## src/rtl/cutie_tcdm_axi_lite_bridge.sv

```systemverilog
// CUTIE TCDM responder that replays each TCDM request as one AXI-lite manager transaction.
// Optional macro CUTIE_TCDM_BRIDGE_ERR_EN: AXI error reporting on r_opc plus saturating err_cnt_o.
package cutie_pkg;
  typedef struct packed {
    logic        req;
    logic [31:0] add;
    logic        wen;
    logic [31:0] wdata;
    logic [3:0]  be;
  } tcdm_req_t;

  typedef struct packed {
    logic        gnt;
    logic        r_opc;
    logic [31:0] r_rdata;
    logic        r_valid;
  } tcdm_rsp_t;

  typedef struct packed {
    logic [31:0] addr;
    logic [2:0]  prot;
  } axi_lite_ax_t;

  typedef struct packed {
    logic [31:0] data;
    logic [3:0]  strb;
  } axi_lite_w_t;

  typedef struct packed {
    logic [1:0] resp;
  } axi_lite_b_t;

  typedef struct packed {
    logic [31:0] data;
    logic [1:0]  resp;
  } axi_lite_r_t;

  typedef struct packed {
    axi_lite_ax_t aw;
    logic         aw_valid;
    axi_lite_w_t  w;
    logic         w_valid;
    logic         b_ready;
    axi_lite_ax_t ar;
    logic         ar_valid;
    logic         r_ready;
  } axi_lite_req_t;

  typedef struct packed {
    logic        aw_ready;
    logic        w_ready;
    axi_lite_b_t b;
    logic        b_valid;
    logic        ar_ready;
    axi_lite_r_t r;
    logic        r_valid;
  } axi_lite_resp_t;
endpackage

// state | meaning
// IDLE  | waiting for a TCDM request, gnt follows req
// WR    | AW and W offered independently until both accepted
// WB    | waiting for the write response
// RD    | AR offered
// RB    | waiting for the read data
// RSP   | one-cycle TCDM completion
module cutie_tcdm_axi_lite_bridge #(
  parameter logic [2:0]  AxProt      = 3'b000,
  parameter int unsigned ErrCntWidth = 16
) (
  input  logic                     clk_i,
  input  logic                     rst_ni,
  input  cutie_pkg::tcdm_req_t     tcdm_req_i,
  output cutie_pkg::tcdm_rsp_t     tcdm_rsp_o,
  output cutie_pkg::axi_lite_req_t axi_req_o,
  input  cutie_pkg::axi_lite_resp_t axi_rsp_i
`ifdef CUTIE_TCDM_BRIDGE_ERR_EN
  ,
  output logic [ErrCntWidth-1:0]   err_cnt_o
`endif
);

  typedef enum logic [2:0] {IDLE, WR, WB, RD, RB, RSP} state_e;

  state_e      r_state, w_state_nxt;
  logic [31:0] r_add, r_wdata, r_rdata;
  logic [3:0]  r_be;
  logic [1:0]  r_resp;
  logic        r_aw_sent, r_w_sent;
  logic        w_gnt, w_aw_done, w_w_done;

  // Gating with rst_ni keeps every output low while reset is held.
  assign w_gnt     = tcdm_req_i.req & (r_state == IDLE) & rst_ni;
  assign w_aw_done = r_aw_sent | axi_rsp_i.aw_ready;
  assign w_w_done  = r_w_sent  | axi_rsp_i.w_ready;

  always_ff @(posedge clk_i or negedge rst_ni) begin
    if (!rst_ni) begin
      r_state <= IDLE;
    end else begin
      r_state <= w_state_nxt;
    end
  end

  always_comb begin
    w_state_nxt      = r_state;
    axi_req_o        = '0;
    axi_req_o.aw.addr = r_add;
    axi_req_o.aw.prot = AxProt;
    axi_req_o.w.data  = r_wdata;
    axi_req_o.w.strb  = r_be;
    axi_req_o.ar.addr = r_add;
    axi_req_o.ar.prot = AxProt;
    case (r_state)
      IDLE: if (w_gnt) w_state_nxt = tcdm_req_i.wen ? RD : WR;
      WR: begin
        axi_req_o.aw_valid = ~r_aw_sent;
        axi_req_o.w_valid  = ~r_w_sent;
        if (w_aw_done && w_w_done) w_state_nxt = WB;
      end
      WB: begin
        axi_req_o.b_ready = 1'b1;
        if (axi_rsp_i.b_valid) w_state_nxt = RSP;
      end
      RD: begin
        axi_req_o.ar_valid = 1'b1;
        if (axi_rsp_i.ar_ready) w_state_nxt = RB;
      end
      RB: begin
        axi_req_o.r_ready = 1'b1;
        if (axi_rsp_i.r_valid) w_state_nxt = RSP;
      end
      RSP:     w_state_nxt = IDLE;
      default: w_state_nxt = IDLE;
    endcase
  end

  always_ff @(posedge clk_i or negedge rst_ni) begin
    if (!rst_ni) begin
      r_add     <= '0;
      r_wdata   <= '0;
      r_be      <= '0;
      r_rdata   <= '0;
      r_resp    <= '0;
      r_aw_sent <= 1'b0;
      r_w_sent  <= 1'b0;
    end else begin
      if (w_gnt) begin
        r_add     <= tcdm_req_i.add;
        r_wdata   <= tcdm_req_i.wdata;
        r_be      <= tcdm_req_i.be;
        r_rdata   <= '0;
        r_resp    <= '0;
        r_aw_sent <= 1'b0;
        r_w_sent  <= 1'b0;
      end
      if (r_state == WR) begin
        if (axi_rsp_i.aw_ready) r_aw_sent <= 1'b1;
        if (axi_rsp_i.w_ready)  r_w_sent  <= 1'b1;
      end
      if (r_state == WB && axi_rsp_i.b_valid) r_resp <= axi_rsp_i.b.resp;
      if (r_state == RB && axi_rsp_i.r_valid) begin
        r_rdata <= axi_rsp_i.r.data;
        r_resp  <= axi_rsp_i.r.resp;
      end
    end
  end

  assign tcdm_rsp_o.gnt     = w_gnt;
  assign tcdm_rsp_o.r_valid = (r_state == RSP);
  assign tcdm_rsp_o.r_rdata = (r_state == RSP) ? r_rdata : '0;

`ifdef CUTIE_TCDM_BRIDGE_ERR_EN
  logic [ErrCntWidth-1:0] r_err_cnt;

  assign tcdm_rsp_o.r_opc = (r_state == RSP) && (r_resp != 2'b00);
  assign err_cnt_o        = r_err_cnt;

  always_ff @(posedge clk_i or negedge rst_ni) begin
    if (!rst_ni) begin
      r_err_cnt <= '0;
    end else if (r_state == RSP && r_resp != 2'b00 && r_err_cnt != '1) begin
      r_err_cnt <= r_err_cnt + 1'b1;
    end
  end
`else
  logic w_unused;

  // Response codes are only meaningful when error reporting is built in.
  assign tcdm_rsp_o.r_opc = 1'b0;
  assign w_unused         = ^{r_resp, ErrCntWidth[0]};
`endif

endmodule

```

## config.mk

```make
export PLATFORM = sky130hd
export DESIGN_NAME = cutie_tcdm_axi_lite_bridge
export DESIGN_NICKNAME = d
export VERILOG_FILES = /design/src/rtl/cutie_tcdm_axi_lite_bridge.sv
export SDC_FILE = /design/constraint.sdc
export NUM_CORES = 1
export LEC_CHECK = 0
export ABC_AREA = 1
export ABC_CLOCK_PERIOD_IN_PS = 1800
export BUFFER_PORTS_ARGS = -buffer_cell sky130_fd_sc_hd__buf_4
export CORE_UTILIZATION = 44
export CTS_BUF_LIST = sky130_fd_sc_hd__clkbuf_4 sky130_fd_sc_hd__clkbuf_8 sky130_fd_sc_hd__clkbuf_16
export DETAILED_ROUTE_END_ITERATION = 8
export PLACE_DENSITY = 0.8
export RECOVER_POWER = 25
export SLEW_MARGIN = 20
export SYNTH_ARGS = -nofsm -noshare
export SYNTH_HDL_FRONTEND = slang
export SYNTH_SLANG_ARGS = --single-unit
```

## constraint.sdc

```tcl
create_clock -name clk_i -period 1.8 [get_ports clk_i]
set_input_delay 0.18 -clock clk_i [delete_from_list [all_inputs] [get_ports clk_i]]
set_output_delay 0.18 -clock clk_i [all_outputs]
set_load 0.05 [all_outputs]
```

==> metrics.cfg, run 1 <==
[status]
outcome = finished, violations left
violations = setup timing

[logic_synthesis]
synth_ff_type = dfrtp_1
synth-edff-count = 0
ys_seq_elements = 105
synth.most_common_cell = nand2_1
yosys-top-cells-count = nand2_1, dfrtp_1, nor2_1, buf_4, inv_1
netlist.area_leader.share_pct = 56.9
syn-cell-area_um2 = 4620
synth_area_leaders = dfrtp_1, nand2_1, buf_4, nand3_1, nor2_1
netlist_instances = 556
synth_area_per_cell_um2 = 8.31
synth_seq_area_share_pct = 56.9
async_flop_share_pct = 100
ys_types = 19
yosysTopAreaCell = dfrtp_1
ys_warn_count = 0

[global_route]
globalRoute.totalOverflow = 0
track_usage_pct = 26.4
grt_pass1_wl_mm = 22.7
grt_antenna_before_repair = 0
grt_pass1_vias = 4705
grt_max_degree = 106

[worst_hold_path]
hold_depth = 3
min_path_type = in -> reg

[layout]
n_antenna_cell = 0
fin_util_pct = 74.4
area_growth_pct = 64.7
nNetsFinal = 939
fin_cells = 967
drive_gt1_share_pct = 39.6

[place]
hpwl_mm = 8.99
placedCellCount = 889
gp_congestion = 0.832
port_buffers = 247

[critical_path]
worst-path-max-fanout = 8
end_kind = output pin
startpoint_type = flip-flop
crit_arrival_ns = 1.67
required_ns = 1.62
path_class = reg -> out
reg2reg_depth = 8

[power]
powerDensity_nw_per_um2 = 1920
ir_drop_uv = 1460
leakage_nw = 3.98
total_power_mw = 14.6

[floorplanning]
die_h_um = 104
coreArea_um2 = 10200
pin_count = 259
start_util_pct = 45.2
rows = 37
die-area_um2 = 10900
fp.dieW_um = 104

[route]
via_count = 4693
via_per_inst = 4.85
drt_iter0_drc = 262
wl_per_cell_um = 15.0
postRouteAntennaNets = 0
wirelength_mm = 14.5
route.detailed.drc = 0
first_pass_iters = 5

[clock_network]
numCtsBuffers = 9
clkTransAtPathRegs_ns = 0.09
clkSinkCount = 105
clockBufferDepth = 2
cts-root-buf = clkbuf_8
cts_max_level = 3
worstSkewPairLatency_ns = 0.36
cts_tree = built

[sta]
finalWorstSetupSlack_ns = -0.0488
timing.final.crit_share_pct = 103
min_period_ns = 1.85
rsz0062_at_grt = yes
tightest_slew_ns = 0.921
max_clock_freq_mhz = 541
hold_viol_final = 0
finalSetupViolations = 24
slew_headroom_pct = 38.6
drv_slew = 0
fin_setup_tns_ns = -0.654
clock_skew_ns = 0.0130

[flow_run]
maxCapViolCount = 0

## layout by cell type (no fill, tap or decap), types with 3 or more instances in the layout
master,synthesis,final
buf_4,40,228
buf_6,2,35
clkbuf_8,0,10
conb_1,1,7
dfrtp_1,105,103
dlygate4sd3_1,0,50
inv_1,39,38
inv_2,4,3
nand2_1,217,217
nand3_1,38,37
nor2_1,43,11
nor2_4,0,31
o21ai_0,5,5
o21ai_1,30,30
## layer usage
layer,routed length (µm),global-route usage (%)
met5,0,0
met3,999,5.39
met2,7500,47.0
met1,5510,29.6
met4,459,14.2
## worst max-delay path: stages (launching register included)
cell and delay, ns:
dfrtp_2 0.40, inv_2 0.07, nor3_4 0.21, inv_2 0.08, bufbuf_16 0.30, nor2_4 0.11, buf_6 0.16
## final timing paths
check / end / slack, ns / start
worst min-delay path: r_add[16] / 0.02 / tcdm_req_i[53]
worst min register to register: r_wdata[19] / 0.49 / r_wdata[19]
max in group asynchronous: r_state[2] / 0.37 / rst_ni
worst max register to register: r_rdata[31] / 0.12 / r_state[1]
min in group asynchronous: r_rdata[10] / 0.79 / rst_ni
worst max-delay path: tcdm_rsp_o[11] / -0.05 / r_state[2]
## metrics by stage
stage	setup slack, ns	instance area [µm²]	hold WS [ns]
after global routing	-0.122	7610	0.00616
after detailed placement	0.225	6600	0.343
after floorplan	-0.145	4880	-0.116
after global placement	0.283	6600	0.337
final	-0.0488	7610	0.0193
after CTS	-0.0194	7590	0.0000880
## cell type report
type / count / area, µm²
Clock inverter: 6 / 75.1
Tap cell: 136 / 170
Sequential cell: 105 / 2630
Inverter: 43 / 169
Fill cell: 653 / 2620
Clock buffer: 10 / 138
Timing Repair Buffer: 320 / 2750
Multi-Input combinational cell: 347 / 1680
## timing repair
action | in CTS | in global routing
gates cloned | 3 | 0
hold endpoints to repair | 153 | 1
pin swaps | 2 | 2
buffers inserted | 9 | 1
hold buffers | 49 | 1
endpoints found under the setup margin | 33 | 36
gates resized for setup | 40 | 11
## kinds of logic (layout without fill, tap and decap cells)
family	Yosys count	after routing	synth area share, %
compound gates	38	38	4.17
buf+inv	110	379	12.8
flops	105	105	56.9
other cells	1	7	0.0812
simple gates	302	302	26.1
## where the power goes
group	internal (mW)	switching, mW	total [mW]	leakage, nW
Clock	0.701	0.819	1.52	0.105
Combinational	2.62	6.34	8.95	2.55
Sequential	3.47	0.705	4.17	1.33
Total	6.79	7.86	14.6	3.98
## flip-flops by register name, summed over array words and instances (netlist names)
name	cells
r_aw_sent	1
r_state	3
r_add	32
r_w_sent	1
r_be	4
r_rdata	32
r_wdata	32
No activity file was read; power rests on OpenSTA's default activity.
==> run 2: changes to the inputs <==
--- a/config.mk
+++ b/config.mk
@@ -7,7 +7,7 @@
 export LEC_CHECK = 0
 export ABC_AREA = 1
 export ABC_CLOCK_PERIOD_IN_PS = 1800
-export BUFFER_PORTS_ARGS = -buffer_cell sky130_fd_sc_hd__buf_4
+export BUFFER_PORTS_ARGS = -buffer_cell sky130_fd_sc_hd__buf_2
 export CORE_UTILIZATION = 44
 export CTS_BUF_LIST = sky130_fd_sc_hd__clkbuf_4 sky130_fd_sc_hd__clkbuf_8 sky130_fd_sc_hd__clkbuf_16
 export DETAILED_ROUTE_END_ITERATION = 8
==> run 2 against run 1 <==
  * The run still ends with setup timing left
  * Cell area shrank 8.9%
  * Utilization shrank 6.6 points
  * Power shrank 6.9%
  * First-iteration DRC count grew 3.4%
  * Sequential share of layout area grew 3.4 points
  * Critical endpoint is now tcdm_rsp_o[25]
  * Largest power group unchanged
==> metrics.cfg, run 2 (synthesis results as in run 1) <==
[power]
switching_share_pct = 56.5  ; +2.9 points
ir_drop_uv = 1940  ; +33%
clkPwrFrac_pct = 9.7  ; -0.7 points
p_comb_share_pct = 60.1  ; -1.0 points
leakage_nw = 3.79  ; -4.9%
seq_power_share_pct = 30.2  ; +1.7 points
p_switching_mw = 7.71  ; -1.9%
internal_power_mw = 5.93  ; -13%
powerDensity_nw_per_um2 = 1970  ; +2.2%

[critical_path]
required_ns = 1.62  ; about the same
rrSetupSlack_ns = 0.16  ; +0.04 ns
end_kind = output pin
worst-path-max-fanout = 8  ; unchanged
rr_endpoint = r_rdata[0]
crit_start = r_state[2]
path_class = reg -> out
r2r-start = r_state[1]
reg2reg_depth = 8  ; unchanged
startpoint_type = flip-flop
crit_arrival_ns = 1.67  ; about the same

[route]
drt_iter0_drc = 271  ; +3.4%
first_pass_iters = 4  ; -1
wl_per_cell_um = 14.3  ; -4.7%
wl_met2_mm = 6.99  ; -6.8%
via_count = 4547  ; -3.1%
met1_length_mm = 5.30  ; -3.8%
route.detailed.drc = 0  ; unchanged
postRouteAntennaNets = 0  ; unchanged
via_per_inst = 4.75  ; -2.2%
wirelength_mm = 13.7  ; -5.5%
top_layer = met4
wl_met3_um = 942  ; -5.7%

[place]
gp_congestion = 0.848  ; +1.9%
port_buffers = 247  ; unchanged
place_area_um2 = 5990  ; -9.2%
hpwl_mm = 8.70  ; -3.2%
pre_cts_ws_ns = 0.206  ; -0.0197 ns

[layout]
stdcell_area_um2 = 6930  ; -8.9%
n_antenna_cell = 0  ; unchanged
layout_commonest_cell = nand2_1
drive_gt1_share_pct = 40.0  ; +0.43 points
n_fill_cell = 774  ; +19%
final_cell_mix = nand2_1, buf_2, dfrtp_1
reg_top3 = r_add x32, r_rdata x32, r_wdata x32
nNetsFinal = 930  ; -0.96%
area_growth_pct = 50.1

[worst_hold_path]
min_path_type = in -> reg
hold-path-endpoint = r_wdata[19]
min_from = tcdm_req_i[23]
hold_depth = 3  ; unchanged

[sta]
timing.final.crit_share_pct = 103  ; +0.30 points
hold_viol_final = 0  ; unchanged
drv_slew = 0  ; unchanged
clock_skew_ns = 0.0144  ; +0.00147 ns
finalSetupViolations = 33  ; +38%
holdWs_ns = 0.0213  ; +0.00202 ns
rsz0062_at_grt = yes
tightest_slew_ns = 0.904  ; -0.0165 ns
max_clock_freq_mhz = 539  ; -0.29%
slew_headroom_pct = 39.7  ; +1.1 points
finalWorstSetupSlack_ns = -0.0541  ; -0.00536 ns
min_period_ns = 1.85  ; +0.00536 ns

[status]
violations = setup timing
outcome = finished, violations left

[global_route]
globalRoute.totalOverflow = 0  ; unchanged
grt_pass1_vias = 4562  ; -3.0%
track_usage_pct = 25.2  ; -1.2 points
grt_pass1_wl_mm = 21.6  ; -4.7%
grt_max_degree = 103  ; -2.8%
grt_antenna_before_repair = 0  ; unchanged

[clock_network]
cts_tree = built
numCtsBuffers = 9  ; unchanged
cts_max_level = 3  ; unchanged
clkTransAtPathRegs_ns = 0.10  ; about the same
worstSkewPairLatency_ns = 0.36  ; about the same
clockBufferDepth = 2  ; unchanged
clkSinkCount = 105  ; unchanged
cts-root-buf = clkbuf_8

[flow_run]
maxCapViolCount = 0  ; unchanged

[floorplanning]
die_h_um = 104  ; unchanged
start_util_pct = 45.2  ; unchanged
rows = 37  ; unchanged
fp.dieW_um = 104  ; unchanged
coreArea_um2 = 10200  ; unchanged
pin_count = 259  ; unchanged
die-area_um2 = 10900  ; unchanged

==> run 2: area by class of cell <==
type                            count  area [µm²]  share of cell area [%]
Sequential cell                   105        2630                    37.9
Inverter                           43         166                    2.40
Multi-Input combinational cell    347        1670                    24.1
Clock inverter                      5        31.3                   0.451
Timing Repair Buffer              311        2120                    30.5
Tap cell                          136         170                    2.45
Clock buffer                       11         145                    2.09
==> run 2: metrics by stage <==
stage               std cells  TNS [ns]  power [mW]  util (%)
finish                    958    -0.670        13.6      67.8
floorplan                 562     -1.88        10.5         -
detailed placement        892         0        11.9      58.6
CTS                       954    -0.287        13.5      67.2
global route              958     -3.43        14.3      67.8
global placement          892         0        11.7      58.6
==> run 2: critical path, cell delays in order (launching register included) <==
cell       delay (ns)
dfrtp_2          0.39
inv_1            0.10
nor3_4           0.25
inv_4            0.12
clkbuf_16        0.20
nor2_4           0.10
buf_6            0.16
==> run 2: power by group through the flow <==
stage | Combinational [mW] | Clock, mW | Sequential, mW
after global routing | 8.64 | 1.46 | 4.24
after detailed placement | 7.76 | 0 | 4.12
after floorplan | 3.97 | 0 | 6.50
final | 8.19 | 1.32 | 4.12
after CTS | 8.09 | 1.36 | 4.10
after global placement | 7.61 | 0 | 4.07
==> run 2: routing by layer <==
| layer | vias to the layer above | GRT usage, % |
|---|---|---|
| met1 | 2127 | 30.0 |
| met4 | 0 | 12.6 |
| li1 | 2166 | - |
| met3 | 37 | 5.14 |
| met5 | - | 0 |
| met2 | 217 | 43.3 |
==> run 2: worst max-delay path by stage <==
stage,slack (ns),cells past startpoint,end
after floorplan,-0.15,4,tcdm_rsp_o[1]
after global placement,0.27,6,tcdm_rsp_o[11]
after detailed placement,0.21,6,tcdm_rsp_o[11]
after CTS,-0.03,5,tcdm_rsp_o[32]
after global routing,-0.14,6,tcdm_rsp_o[25]
final,-0.05,6,tcdm_rsp_o[25]
==> run 2: what timing repair did <==
action                                  4_1_cts  5_1_grt
gates cloned                                  2        1
hold buffers                                 39        1
buffers inserted                              5        2
pin swaps                                     1        1
endpoints found under the setup margin       34       36
gates resized for setup                      73        8
hold endpoints to repair                    143        1
